File: src/rtl/motor_pkg.sv
// Shared types and step arithmetic for the motor command sequencer.
package motor_pkg;

  localparam int SPEED_W = 16;

  typedef logic [SPEED_W-1:0] speed_t;

  typedef enum logic [1:0] {
    IDLE,
    RAMP,
    BRAKE,
    DEAD
  } state_e;

  // One slew step toward tgt. The gap is widened by a bit, so the step never wraps.
  function automatic speed_t step_toward(input speed_t cur, input speed_t tgt, input speed_t step);
    logic [SPEED_W:0] gap;
    if (tgt >= cur) begin
      gap = {1'b0, tgt} - {1'b0, cur};
      return (gap <= {1'b0, step}) ? tgt : cur + step;
    end
    gap = {1'b0, cur} - {1'b0, tgt};
    return (gap <= {1'b0, step}) ? tgt : cur - step;
  endfunction

  function automatic speed_t step_down(input speed_t cur, input speed_t step);
    return ({1'b0, cur} <= {1'b0, step}) ? '0 : cur - step;
  endfunction

endpackage

File: src/rtl/tick_prescaler.sv
// Free-running divider producing a one-cycle tick every DIV clocks.
module tick_prescaler #(
  parameter int DIV = 5000
) (
  input  logic clk,
  input  logic rst,
  output logic tick
);

  localparam int W = $clog2(DIV);

  logic [W-1:0] cnt_q;

  assign tick = (cnt_q == W'(DIV - 1));

  // NOTE: sequential state is written with <= only, so every flop samples pre-edge values.
  always_ff @(posedge clk) begin
    if (rst)       cnt_q <= '0;
    else if (tick) cnt_q <= '0;
    else           cnt_q <= cnt_q + 1'b1;
  end

endmodule

File: src/rtl/motor_ramp_ctrl.sv
// Speed/direction sequencer feeding the motor driver: ramps, reversals via dead time, estop.
module motor_ramp_ctrl
  import motor_pkg::*;
#(
  parameter speed_t STEP       = 16'd100,
  parameter int     TICK_DIV   = 5000,
  parameter int     DEAD_TICKS = 10,
  parameter speed_t MAX_SPEED  = 16'd50000
) (
  input  logic               clk,
  input  logic               rst,
  input  logic               cmd_valid,
  output logic               cmd_ready,
  input  logic               cmd_dir,
  input  logic [SPEED_W-1:0] cmd_speed,
  input  logic               estop,
  output logic               dir,
  output logic [SPEED_W-1:0] speed,
  output logic               busy,
  output logic               at_target
);

  localparam int                 CNT_W     = (DEAD_TICKS > 1) ? $clog2(DEAD_TICKS) : 1;
  localparam logic [CNT_W-1:0]   DEAD_LAST = CNT_W'(DEAD_TICKS - 1);

  state_e           state_q, state_d;
  speed_t           speed_q, speed_d, target_q, target_d;
  logic             dir_q, dir_d, tdir_q, tdir_d;
  logic [CNT_W-1:0] cnt_q, cnt_d;

  logic   tick, accept, eff_dir;
  speed_t cap_speed, eff_target, ramp_speed, brake_speed;

  tick_prescaler #(.DIV(TICK_DIV)) u_prescaler (
    .clk  (clk),
    .rst  (rst),
    .tick (tick)
  );

  assign cmd_ready = (state_q == IDLE || state_q == RAMP) && !estop;
  assign accept    = cmd_valid && cmd_ready;
  assign cap_speed = (cmd_speed > MAX_SPEED) ? MAX_SPEED : cmd_speed;

  // A capture on a tick edge steers that edge's step toward the new target.
  assign eff_target  = accept ? cap_speed : target_q;
  assign eff_dir     = accept ? cmd_dir : tdir_q;
  assign ramp_speed  = step_toward(speed_q, eff_target, STEP);
  assign brake_speed = step_down(speed_q, STEP);

  // NOTE: every _d gets its hold value first, so no path through this block can infer a latch.
  always_comb begin
    state_d  = state_q;
    speed_d  = speed_q;
    dir_d    = dir_q;
    target_d = target_q;
    tdir_d   = tdir_q;
    cnt_d    = cnt_q;
    if (estop) begin
      speed_d  = '0;
      target_d = '0;
      tdir_d   = dir_q;
      cnt_d    = '0;
      state_d  = DEAD;
    end else begin
      if (accept) begin
        target_d = cap_speed;
        tdir_d   = cmd_dir;
      end
      unique case (state_q)
        IDLE: begin
          if (accept) begin
            if (cmd_dir == dir_q)    state_d = (cap_speed != speed_q) ? RAMP : IDLE;
            else if (speed_q != '0)  state_d = BRAKE;
            else                     state_d = DEAD;
          end
        end
        RAMP: begin
          if (eff_dir != dir_q) begin
            state_d = BRAKE;
            if (tick) begin
              speed_d = brake_speed;
              if (brake_speed == '0) state_d = DEAD;
            end
          end else if (tick) begin
            speed_d = ramp_speed;
            if (ramp_speed == eff_target) state_d = IDLE;
          end
        end
        BRAKE: begin
          if (tick) begin
            speed_d = brake_speed;
            if (brake_speed == '0) state_d = DEAD;
          end
        end
        DEAD: begin
          speed_d = '0;
          if (tick) begin
            if (cnt_q == DEAD_LAST) begin
              dir_d   = tdir_q;
              cnt_d   = '0;
              state_d = (target_q != '0) ? RAMP : IDLE;
            end else begin
              cnt_d = cnt_q + 1'b1;
            end
          end
        end
        default: state_d = IDLE;
      endcase
    end
  end

  // NOTE: only control registers exist here, so all of them take the reset value.
  always_ff @(posedge clk) begin
    if (rst) begin
      state_q  <= IDLE;
      speed_q  <= '0;
      dir_q    <= 1'b0;
      target_q <= '0;
      tdir_q   <= 1'b0;
      cnt_q    <= '0;
    end else begin
      state_q  <= state_d;
      speed_q  <= speed_d;
      dir_q    <= dir_d;
      target_q <= target_d;
      tdir_q   <= tdir_d;
      cnt_q    <= cnt_d;
    end
  end

  assign dir       = dir_q;
  assign speed     = speed_q;
  assign busy      = (state_q != IDLE);
  assign at_target = (speed_q == target_q) && (dir_q == tdir_q);

  dir_stable_while_moving: assert property (@(posedge clk) disable iff (rst)
    (dir_q != $past(dir_q)) |-> (speed_q == '0 && $past(speed_q) == '0));

endmodule

File: config.mk
export PLATFORM = sky130hd
export DESIGN_NAME = motor_ramp_ctrl
export DESIGN_NICKNAME = d
export VERILOG_FILES = /design/src/rtl/motor_pkg.sv /design/src/rtl/tick_prescaler.sv /design/src/rtl/motor_ramp_ctrl.sv
export SDC_FILE = /design/constraint.sdc
export NUM_CORES = 1
export LEC_CHECK = 0
export ABC_AREA = 1
export CORE_MARGIN = 2
export CORE_UTILIZATION = 40
export CTS_BUF_LIST = sky130_fd_sc_hd__clkbuf_4
export CTS_CLUSTER_DIAMETER = 50
export DETAILED_ROUTE_END_ITERATION = 16
export GPL_TIMING_DRIVEN = 1
export HOLD_SLACK_MARGIN = 0.03
export SYNTH_ARGS = -nofsm -noshare
export SYNTH_HDL_FRONTEND = slang
export SYNTH_SLANG_ARGS = --single-unit
File: constraint.sdc
create_clock -name clk -period 7.53 [get_ports clk]
set_clock_uncertainty 0.2 [all_clocks]
set_input_delay 0.753 -clock clk [delete_from_list [all_inputs] [get_ports clk]]
set_output_delay 0.753 -clock clk [all_outputs]
set_load 0.01 [all_outputs]
==> qor.yml <==
insertion_delay_ns: 0.42
postCtsHoldBufs: 0
status: "finished, final reports clean"
cp_slowest_stage_delay_ns: 0.54
syn_area_per_cell_um2: 5.871
power_per_cell_area_mw_per_mm2: 251.7
flow.area_growth_from_synthesis_pct: 7.929
dr.pass1.iters: 5
via_count: 7654
post-route-drc-count: 0
setup_violations: 0
postSynthCellCount: 1137
drtIter0Drc: 811
final_nets: 1194
number_of_synthesized_flops_with_an_enable_pin: 0
post_detailed_placement_half_perimeter_wirelength_um: 18950
detailed_place.area_mm2: 0.007142
async_s_r_ff_share_synth: 0
global_route_wire_length_before_repair_um: 38260
post-route-min-period_ns: 6.028
route.antenna.remaining_nets: 0
ys_top_cells_by_count: "sky130_fd_sc_hd__nand2_1, sky130_fd_sc_hd__inv_1, sky130_fd_sc_hd__nor2_1, sky130_fd_sc_hd__nand3_1, sky130_fd_sc_hd__a21oi_1"
numCtsBuffers: 5
max-cap-violations: 0
dominantRegCellSynth: "sky130_fd_sc_hd__dfxtp_1"
cts_tree: "yes"
sw_frac_of_total: 0.5834
mappedNetlistNets: 1186
die-width_um: 133.2
mappedNetlistArea_mm2: 0.006675
cts.sinks: 53
floorplan.initialDensity: 0.4054
cts_root_buf: "sky130_fd_sc_hd__clkbuf_4"
area_of_all_placed_cells_without_fillers_mm2: 0.007204
clkSlewWorstSetupHoldPaths_ns: 0.16
grt_pass1_vias: 7116
critical_path.endpoint_type: "flop"
route.final.wire_length_um: 23970
grt_usage: 0.2691
worst-path-max-fanout: 23
layout.cells.non_filler: 1367
route.met3.wl_um: 1708
critical_path.top_delay_family: "simple AND/OR/NAND/NOR gates"
synth_top_area_cell: "sky130_fd_sc_hd__nand2_1"
number_of_antenna_violations_at_the_first_check_in_global_routing: 1
comb_power_share: 0.731
achievable-frequency_mhz: 165.9
post-route-period-util: 0.8006
coreArea_mm2: 0.01647
routed_via_density: 5.599
worstSetupPathType: "in -> reg"
design.portCount: 41
grt_start_max_net_pins: 31
power.sequential.fraction: 0.192
worst-endpoint-arrival_ns: 6.14
gp_congestion: 0.9691
total_negative_setup_slacks_ns: 0
power.static_leakage_nw: 3.509
intPower_mw: 0.7554
grt_setup_unrepaired: "false"
ys_ff_latch: 53
multiInputGateArea_mm2: 0.004870
fp-row-count: 47
synth_top_cell_area_share: 0.1799
timing_max_transition_violations_final: 0
power_switching_mw: 1.058
postCtsSetupRepairBufs: 0
post_route_cells_drive_above_1_share: 0.07504
slew_headroom: 0.2687
cts_max_path_buffers: 2
synthMostInstantiatedCell: "sky130_fd_sc_hd__nand2_1"
highest_layer: "met4"
worst-path-buf-inv: 3
critPathLaunchType: "input port"
netlist_top_cells_area: "sky130_fd_sc_hd__nand2_1, sky130_fd_sc_hd__dfxtp_1, sky130_fd_sc_hd__nand3_1"
post-layout-total-power_mw: 1.813
worst_hold_class: "reg -> reg"
fp.dieH_um: 133.2
synthesis.yosys.warnings: 0
synth_cell_types: 49
placed_cells: 1358
crit_required_ns: 7.64
critPathSlowestCell: "sky130_fd_sc_hd__clkdlybuf4s50_1"
synth_seq_area_share: 0.1590
p_clk_frac: 0.077
drt-wirelength-per-cell_um: 17.54
tightest_slew_ns: 1.096
timing_hold_violations_final: 0
placement.io_buffers: 40
num-fill-cells: 1840
max_ir_drop_vdd_uv: 118.3
routedLengthMet1_um: 10470
post_cts_gate_resize_count: 0
seqCellArea_mm2: 0.001061
most_prevalent_standard_cell_on_the_critical_path: "sky130_fd_sc_hd__nand2_1"
h-tree-depth: 2
design.die.area_mm2: 0.01774
wl_met2_um: 11010
total_grt_overflow: 0
[cells by family after synthesis]
group / share of synthesized area
compound gates: 0.1310
simple gates: 0.4791
fa+ha+maj: 0.05248
xor+xnor: 0.06692
buf+inv: 0.1115
flops: 0.1590
[worst register-to-register path: cells and delay by family, from the launching register on]
family	cells	cell delay, ns
flip-flops	1	0.58
adder cells (fa/ha/maj)	1	0.42
AND/OR/NAND/NOR	24	3.25
AO/OA/AOI/OAI	1	0.51
buffers and inverters	3	0.46
[registers in the layout, indices dropped and copies added (netlist names)]
register,flops
speed,16
target_q,16
u_prescaler.cnt_q,13
cnt_q,4
state_q,2
dir,1
tdir_q,1
[placed cells by master, fill, tap and decap left out, types with 22 or more instances in the layout]
cell,Yosys,layout
sky130_fd_sc_hd__nor3_1,22,22
sky130_fd_sc_hd__nand2_2,28,28
sky130_fd_sc_hd__nor2_1,116,116
sky130_fd_sc_hd__nand2_1,320,320
sky130_fd_sc_hd__ha_1,28,28
sky130_fd_sc_hd__inv_1,123,123
sky130_fd_sc_hd__clkdlybuf4s50_1,0,40
sky130_fd_sc_hd__xor2_1,45,45
sky130_fd_sc_hd__nand4_1,31,31
sky130_fd_sc_hd__dfxtp_1,53,53
sky130_fd_sc_hd__a21oi_1,57,57
sky130_fd_sc_hd__o21ai_0,31,31
sky130_fd_sc_hd__nand3_1,104,104
[per-layer routing]
layer / vias to the layer above / global-route usage
met5: - / 0
met4: 0 / 0.09752
met3: 54 / 0.03272
met2: 332 / 0.4413
met1: 3499 / 0.3645
li1: 3769 / -
[cell type report]
type | instances | share of cell area
diodes | 1 | 0.0003473
clock buffers | 5 | 0.005210
clock inverters | 3 | 0.003126
inverters | 138 | 0.07225
multi-input cells | 905 | 0.6759
flip-flops and latches | 53 | 0.1473
well taps | 220 | 0.03821
repair buffers | 42 | 0.05766
[stage by stage]
step	hold slack [ns]	util	worst slack [ns]
global route	0.2778	0.4375	1.029
CTS	0.2619	0.4374	1.632
detailed placement	0.2402	0.4337	1.208
finish	0.2571	0.4375	1.502
floorplan	0.2176	-	2.626
global placement	0.2290	0.4337	1.198
[path summary, 6_finish.rpt]
kind                                              to  depth (start not counted)  slack [ns]            startpoint
worst max-delay path                      state_q[0]                         34        1.50          cmd_speed[5]
worst max register to register            state_q[0]                         29        2.02            state_q[1]
worst min register to register  u_prescaler.cnt_q[0]                          1        0.26  u_prescaler.cnt_q[0]
worst min-delay path            u_prescaler.cnt_q[0]                          1        0.26  u_prescaler.cnt_q[0]
[power by group through the flow]
stage,combinational [mW],clock [mW],sequential [mW]
after detailed placement,1.29,0,0.354
after global placement,1.30,0,0.354
after global routing,1.48,0.154,0.352
after CTS,1.30,0.144,0.347
final,1.33,0.139,0.349
after floorplan,0.997,0,0.321
Note: power is estimated with default switching activity, not from simulation.
